**config.mk**
```make
export PLATFORM = sky130hd
export DESIGN_NAME = pipe_ctrl
export DESIGN_NICKNAME = d
export VERILOG_FILES = /design/src/rtl/pipe_ctrl.sv
export SDC_FILE = /design/constraint.sdc
export NUM_CORES = 1
export LEC_CHECK = 0
export ABC_AREA = 1
export CORE_ASPECT_RATIO = 0.7
export CORE_MARGIN = 2
export CORE_UTILIZATION = 33
export DETAILED_ROUTE_END_ITERATION = 8
export HOLD_SLACK_MARGIN = 0.12
export PLACE_DENSITY_LB_ADDON = 0.2
export SLEW_MARGIN = 5
export SYNTH_ARGS = -nofsm -noshare
export SYNTH_HDL_FRONTEND = slang
export SYNTH_SLANG_ARGS = --single-unit
```
**constraint.sdc**
```tcl
create_clock -name clock -period 1.5 [get_ports clock]
set_input_delay 0.45 -clock clock [delete_from_list [all_inputs] [get_ports clock]]
set_output_delay 0.45 -clock clock [all_outputs]
set_load 0.01 [all_outputs]
```
**src/rtl/pipe_ctrl.sv**
```systemverilog
// Pipeline sequencer: taken-branch flush, multi-cycle MUL hold, and HLT/resume.
// Optional performance counters are enabled with `define PIPE_CTRL_PERF_EN.
module pipe_ctrl #(
    parameter int unsigned OPCODE_W    = 16,
    parameter int unsigned PC_W        = 32,
    parameter int unsigned MUL_LAT     = 3,
    parameter int unsigned FLUSH_DEPTH = 2
) (
    input  logic                clock,
    input  logic                reset_n,
    input  logic                ex_valid,
    input  logic [OPCODE_W-1:0] ex_opcode,
    input  logic                ex_branch_taken,
    input  logic [PC_W-1:0]     ex_branch_target,
    input  logic                resume,
    output logic                stall,
    output logic                flush,
    output logic                pc_load,
    output logic [PC_W-1:0]     pc_load_value,
    output logic                halted,
    output logic [1:0]          state,
    output logic [31:0]         stall_cycles,
    output logic [31:0]         flush_cycles
);

    localparam int unsigned CNT_W = 4;
    localparam logic [OPCODE_W-1:0] OP_BR_A = OPCODE_W'(9);
    localparam logic [OPCODE_W-1:0] OP_BR_B = OPCODE_W'(10);
    localparam logic [OPCODE_W-1:0] OP_MUL  = OPCODE_W'(13);
    localparam logic [OPCODE_W-1:0] OP_HLT  = OPCODE_W'(14);
    localparam bit                  MUL_MULTI    = (MUL_LAT > 1);
    localparam logic [CNT_W-1:0]    MUL_CNT_INIT = MUL_MULTI ? CNT_W'(MUL_LAT - 2) : '0;
    localparam logic [CNT_W-1:0]    FLS_CNT_INIT = CNT_W'(FLUSH_DEPTH - 1);

    typedef enum logic [1:0] {
        ST_RUN   = 2'd0,
        ST_MULW  = 2'd1,
        ST_FLUSH = 2'd2,
        ST_HALT  = 2'd3
    } state_e;

    state_e           state_q, state_d;
    logic [CNT_W-1:0] count_q, count_d;
    logic             mul_guard_q, mul_guard_d;
    logic             hlt_guard_q, hlt_guard_d;
    logic             stall_q, stall_d;
    logic             flush_q, flush_d;
    logic             pc_load_q, pc_load_d;
    logic [PC_W-1:0]  pc_load_value_q, pc_load_value_d;
    logic             halted_q, halted_d;

    logic hlt_c, br_c, mul_c;

    // Guards suppress re-detection of the instruction still sitting in EX after a hold ends.
    assign hlt_c = ex_valid && (ex_opcode == OP_HLT) && !hlt_guard_q;
    assign br_c  = ex_valid && ex_branch_taken && ((ex_opcode == OP_BR_A) || (ex_opcode == OP_BR_B));
    assign mul_c = ex_valid && (ex_opcode == OP_MUL) && !mul_guard_q;

    always_comb begin
        state_d         = state_q;
        count_d         = count_q;
        mul_guard_d     = 1'b0;
        hlt_guard_d     = 1'b0;
        stall_d         = 1'b0;
        flush_d         = 1'b0;
        pc_load_d       = 1'b0;
        pc_load_value_d = pc_load_value_q;
        halted_d        = 1'b0;

        case (state_q)
            ST_RUN: begin
                if (hlt_c) begin
                    state_d  = ST_HALT;
                    stall_d  = 1'b1;
                    halted_d = 1'b1;
                end else if (br_c) begin
                    state_d         = ST_FLUSH;
                    pc_load_d       = 1'b1;
                    pc_load_value_d = ex_branch_target;
                    flush_d         = 1'b1;
                    count_d         = FLS_CNT_INIT;
                end else if (mul_c && MUL_MULTI) begin
                    state_d = ST_MULW;
                    stall_d = 1'b1;
                    count_d = MUL_CNT_INIT;
                end
            end
            ST_MULW: begin
                if (count_q == '0) begin
                    state_d     = ST_RUN;
                    mul_guard_d = 1'b1;
                end else begin
                    count_d = count_q - CNT_W'(1);
                    stall_d = 1'b1;
                end
            end
            ST_FLUSH: begin
                if (count_q == '0) begin
                    state_d = ST_RUN;
                end else begin
                    count_d = count_q - CNT_W'(1);
                    flush_d = 1'b1;
                end
            end
            ST_HALT: begin
                if (resume) begin
                    state_d     = ST_RUN;
                    hlt_guard_d = 1'b1;
                end else begin
                    stall_d  = 1'b1;
                    halted_d = 1'b1;
                end
            end
            default: state_d = ST_RUN;
        endcase
    end

    always_ff @(posedge clock) begin
        if (!reset_n) begin
            state_q         <= ST_RUN;
            count_q         <= '0;
            mul_guard_q     <= 1'b0;
            hlt_guard_q     <= 1'b0;
            stall_q         <= 1'b0;
            flush_q         <= 1'b0;
            pc_load_q       <= 1'b0;
            pc_load_value_q <= '0;
            halted_q        <= 1'b0;
        end else begin
            state_q         <= state_d;
            count_q         <= count_d;
            mul_guard_q     <= mul_guard_d;
            hlt_guard_q     <= hlt_guard_d;
            stall_q         <= stall_d;
            flush_q         <= flush_d;
            pc_load_q       <= pc_load_d;
            pc_load_value_q <= pc_load_value_d;
            halted_q        <= halted_d;
        end
    end

    assign stall         = stall_q;
    assign flush         = flush_q;
    assign pc_load       = pc_load_q;
    assign pc_load_value = pc_load_value_q;
    assign halted        = halted_q;
    assign state         = state_q;

`ifdef PIPE_CTRL_PERF_EN
    logic [31:0] stall_cycles_q, stall_cycles_d;
    logic [31:0] flush_cycles_q, flush_cycles_d;

    // Count cycles in which the registered strobes are high; wraps modulo 2^32.
    always_comb begin
        stall_cycles_d = stall_cycles_q + 32'(stall_q);
        flush_cycles_d = flush_cycles_q + 32'(flush_q);
    end

    always_ff @(posedge clock) begin
        if (!reset_n) begin
            stall_cycles_q <= '0;
            flush_cycles_q <= '0;
        end else begin
            stall_cycles_q <= stall_cycles_d;
            flush_cycles_q <= flush_cycles_d;
        end
    end

    assign stall_cycles = stall_cycles_q;
    assign flush_cycles = flush_cycles_q;
`else
    assign stall_cycles = 32'd0;
    assign flush_cycles = 32'd0;
`endif

endmodule

```
==> impl_metrics.toml <==
[power]
sw_frac_of_total_pct = 25.6
p_int_mw = 1.69
power.share.clock_pct = 34.5
comb_power_share_pct = 14.1
p_seq_share_pct = 51.4
power-per-cell-area_nw_per_um2 = 575
power_mw = 2.27
leakage_nw = 1.85
vdd_drop_max_mv = 0.325
switching_power_mw = 0.580

[floorplanning]
starting_density_pct = 33.9
die-height_um = 76.2
dieWidth_um = 107
core_um2 = 7250
design.die.area_um2 = 8160
core.rowCount = 26
ioPinCount = 155

[grt]
grt_first_pass_wirelength_um = 10300
grt_max_degree = 14
number_of_global_route_vias_before_repair = 2210
grt_antenna_before_repair = 0
globalRoute.totalOverflow = 0
track_usage_pct = 15.6

[finish]
fin_nets = 519
final_common_cell = "sky130_fd_sc_hd__conb_1"
fill_cells = 694
syn2layout_area_growth_pct = 60.7
fin_area_um2 = 3950
final_cells = 559
multi_input_area_um2 = 1330
layout.cells.most_common_list = "sky130_fd_sc_hd__conb_1, sky130_fd_sc_hd__inv_1, sky130_fd_sc_hd__dfxtp_1, sky130_fd_sc_hd__dlygate4sd2_1, sky130_fd_sc_hd__clkdlybuf4s50_1"
insertedDiodeCount = 0
utilization_pct = 54.4
final_layout_size_suffix_gt1_share_pct = 29.9
sequential_cell_area_um2 = 882

[clock_tree]
clk_latency_ns = 0.29
post_cts_hold_buffer_count = 0
clock_tree.htree_level_count = 2
cts_tree = "built"
cts_max_path_buffers = 2
root_buffer = "sky130_fd_sc_hd__clkbuf_8"
path_clk_slew_ns = 0.08
numCtsBuffers = 5
cts.sinks = 44

[sta]
final-hold-violation-count = 0
finalSetupTns_ns = 0
final.hold.worst_slack_ns = 0.444
worst_clock_skew_ns = 0.00815
timing.final.crit_share_pct = 95.7
timing.final.setup_violations = 0
timing.final.max_slew_violations = 0
layout_min_cycle_time_ns = 1.44
clock.fmax_mhz = 696
layout_setup_ws_ns = 0.0640

[yosys]
synth.ff_latch_count = 44
ys_top_cells_by_area = "sky130_fd_sc_hd__dfxtp_1, sky130_fd_sc_hd__buf_4, sky130_fd_sc_hd__inv_1, sky130_fd_sc_hd__a21oi_1, sky130_fd_sc_hd__nand2_1"
synth_seq_area_share_pct = 35.9
synth.yosys.warnings = 0
syn-instance-count = 336
post_synth_num_cell_types = 22
yosysTopAreaCell = "sky130_fd_sc_hd__dfxtp_1"
synth_area_um2 = 2460
synth_top_area_share_pct = 35.9
syn_area_per_cell_um2 = 7.31

[critical_path]
slowest_cell_on_the_critical_path = "sky130_fd_sc_hd__buf_12"
maximum_fanout_along_the_worst_path = 7
start_kind = "input port"
cp.arrival_ns = 1.67
timing.critical_path.to_type = "flip-flop"
crit_chain = "buf_2 > nor2_2 > nand2_2 > inv_1 > nand2_2 > nor2_4 > nand3_4 > buf_12 > buf_8 > buf_16 > a21oi_2"
worst_path_largest_cell_delay_ns = 0.17
required_time_of_the_worst_setup_path_ns = 1.74
setup.worst_path.class = "input port to flip-flop"
crit_path_frequent_cell = "sky130_fd_sc_hd__nand2_2"

[route]
postRouteWirelength_um = 6350
detail-route-antenna-nets = 0
vias = 2302
detail_route.iter0.violations = 39
route.detailed.drc = 0
drt_pass1_iterations = 4
drt-wirelength-per-cell_um = 11.4
post_drt_via_cell_ratio = 4.12

[place]
hpwl_um = 3930
post_place_setup_slack_ns = -0.501
finalWeightedCongestion = 0.830
postPlaceCellArea_um2 = 3320
buffer_ports.inserted = 90
placed_cells = 530

[run_status]
run_status = "finished, final reports clean"

[worst_hold_path]
min-delay-path-class = "flip-flop to flip-flop"

[run]
maxCapViolCount = 0
[area by class of cell]
type	count	area share (%)
clock buffer	7	2.19
tap	98	3.11
timing repair buffer	129	32.9
clock inverter	1	0.190
multi-input combinational	220	33.6
sequential	44	22.3
inverter	60	5.71
[power by group through the flow]
stage / registers (mW) / logic [mW] / clock network [mW]
after floorplan: 1.20 / 0.250 / 0
after global placement: 1.20 / 0.287 / 0
after detailed placement: 1.20 / 0.287 / 0
after CTS: 1.17 / 0.298 / 0.816
after global routing: 1.17 / 0.353 / 0.881
final: 1.17 / 0.320 / 0.782
[path summary, 6_finish.rpt]
path	startpoint	to	slack, ns	cells past startpoint
hold / removal	pc_load_value[18]	pc_load_value[18]	0.44	2
setup / recovery	ex_opcode[4]	pc_load_value[15]	0.06	11
setup reg to reg	state[1]	pc_load_value[15]	0.10	7
hold reg to reg	pc_load_value[18]	pc_load_value[18]	0.44	2
[Yosys cell counts]
library cell               number
sky130_fd_sc_hd__buf_2          1
sky130_fd_sc_hd__or2_2          1
sky130_fd_sc_hd__conb_1         1
sky130_fd_sc_hd__buf_4         64
sky130_fd_sc_hd__nor2_1        22
sky130_fd_sc_hd__nor2_4         1
sky130_fd_sc_hd__dfxtp_1       44
sky130_fd_sc_hd__a21oi_1       39
sky130_fd_sc_hd__nand3_2        1
sky130_fd_sc_hd__o21ai_1        3
sky130_fd_sc_hd__xor2_1         1
sky130_fd_sc_hd__o21ai_2        4
sky130_fd_sc_hd__inv_1         59
sky130_fd_sc_hd__o21ai_0       28
sky130_fd_sc_hd__nand3_1       10
sky130_fd_sc_hd__clkbuf_1       5
sky130_fd_sc_hd__nor2_2         1
sky130_fd_sc_hd__o31ai_1        1
sky130_fd_sc_hd__inv_2          1
sky130_fd_sc_hd__ha_1           6
sky130_fd_sc_hd__nand2_1       38
sky130_fd_sc_hd__buf_6          5
[critical path, delay by kind of cell]
| family | cells | cell delay (ns) |
|---|---|---|
| buffers and inverters | 5 | 0.60 |
| and+or+nand+nor | 5 | 0.48 |
| AOI/OAI and AO/OA | 1 | 0.12 |
[registers in the layout, summed over array words and instances, names as in the netlist]
register,count
pc_load_value,32
stall,1
hlt_guard_q,1
flush,1
count_q,4
mul_guard_q,1
pc_load,1
state,2
halted,1
[cell families after synthesis]
kind of cell	after synthesis	share of synthesized area, %
buf+inv	135	32.0
compound gates	75	16.0
simple gates	74	12.6
flops	44	35.9
fa+ha+maj	6	3.06
xor+xnor	1	0.357
other cells	1	0.153
[metal layers]
| metal | vias up | GRT usage (%) | share of wire, % |
|---|---|---|---|
| li1 | 1157 | - | - |
| met1 | 1061 | 19.2 | 43 |
| met2 | 76 | 27.0 | 50 |
| met3 | 8 | 3.85 | 5.8 |
| met4 | 0 | 4.42 | 1.1 |
| met5 | - | 0 | 0 |
[what timing repair did]
item | CTS | global route
cloned | 9 | 0
buffers inserted | 17 | 1
setup endpoints to repair | 78 | 36
pin swaps | 14 | 27
gates resized for setup | 160 | 56
(Power assumes the default switching activity.)
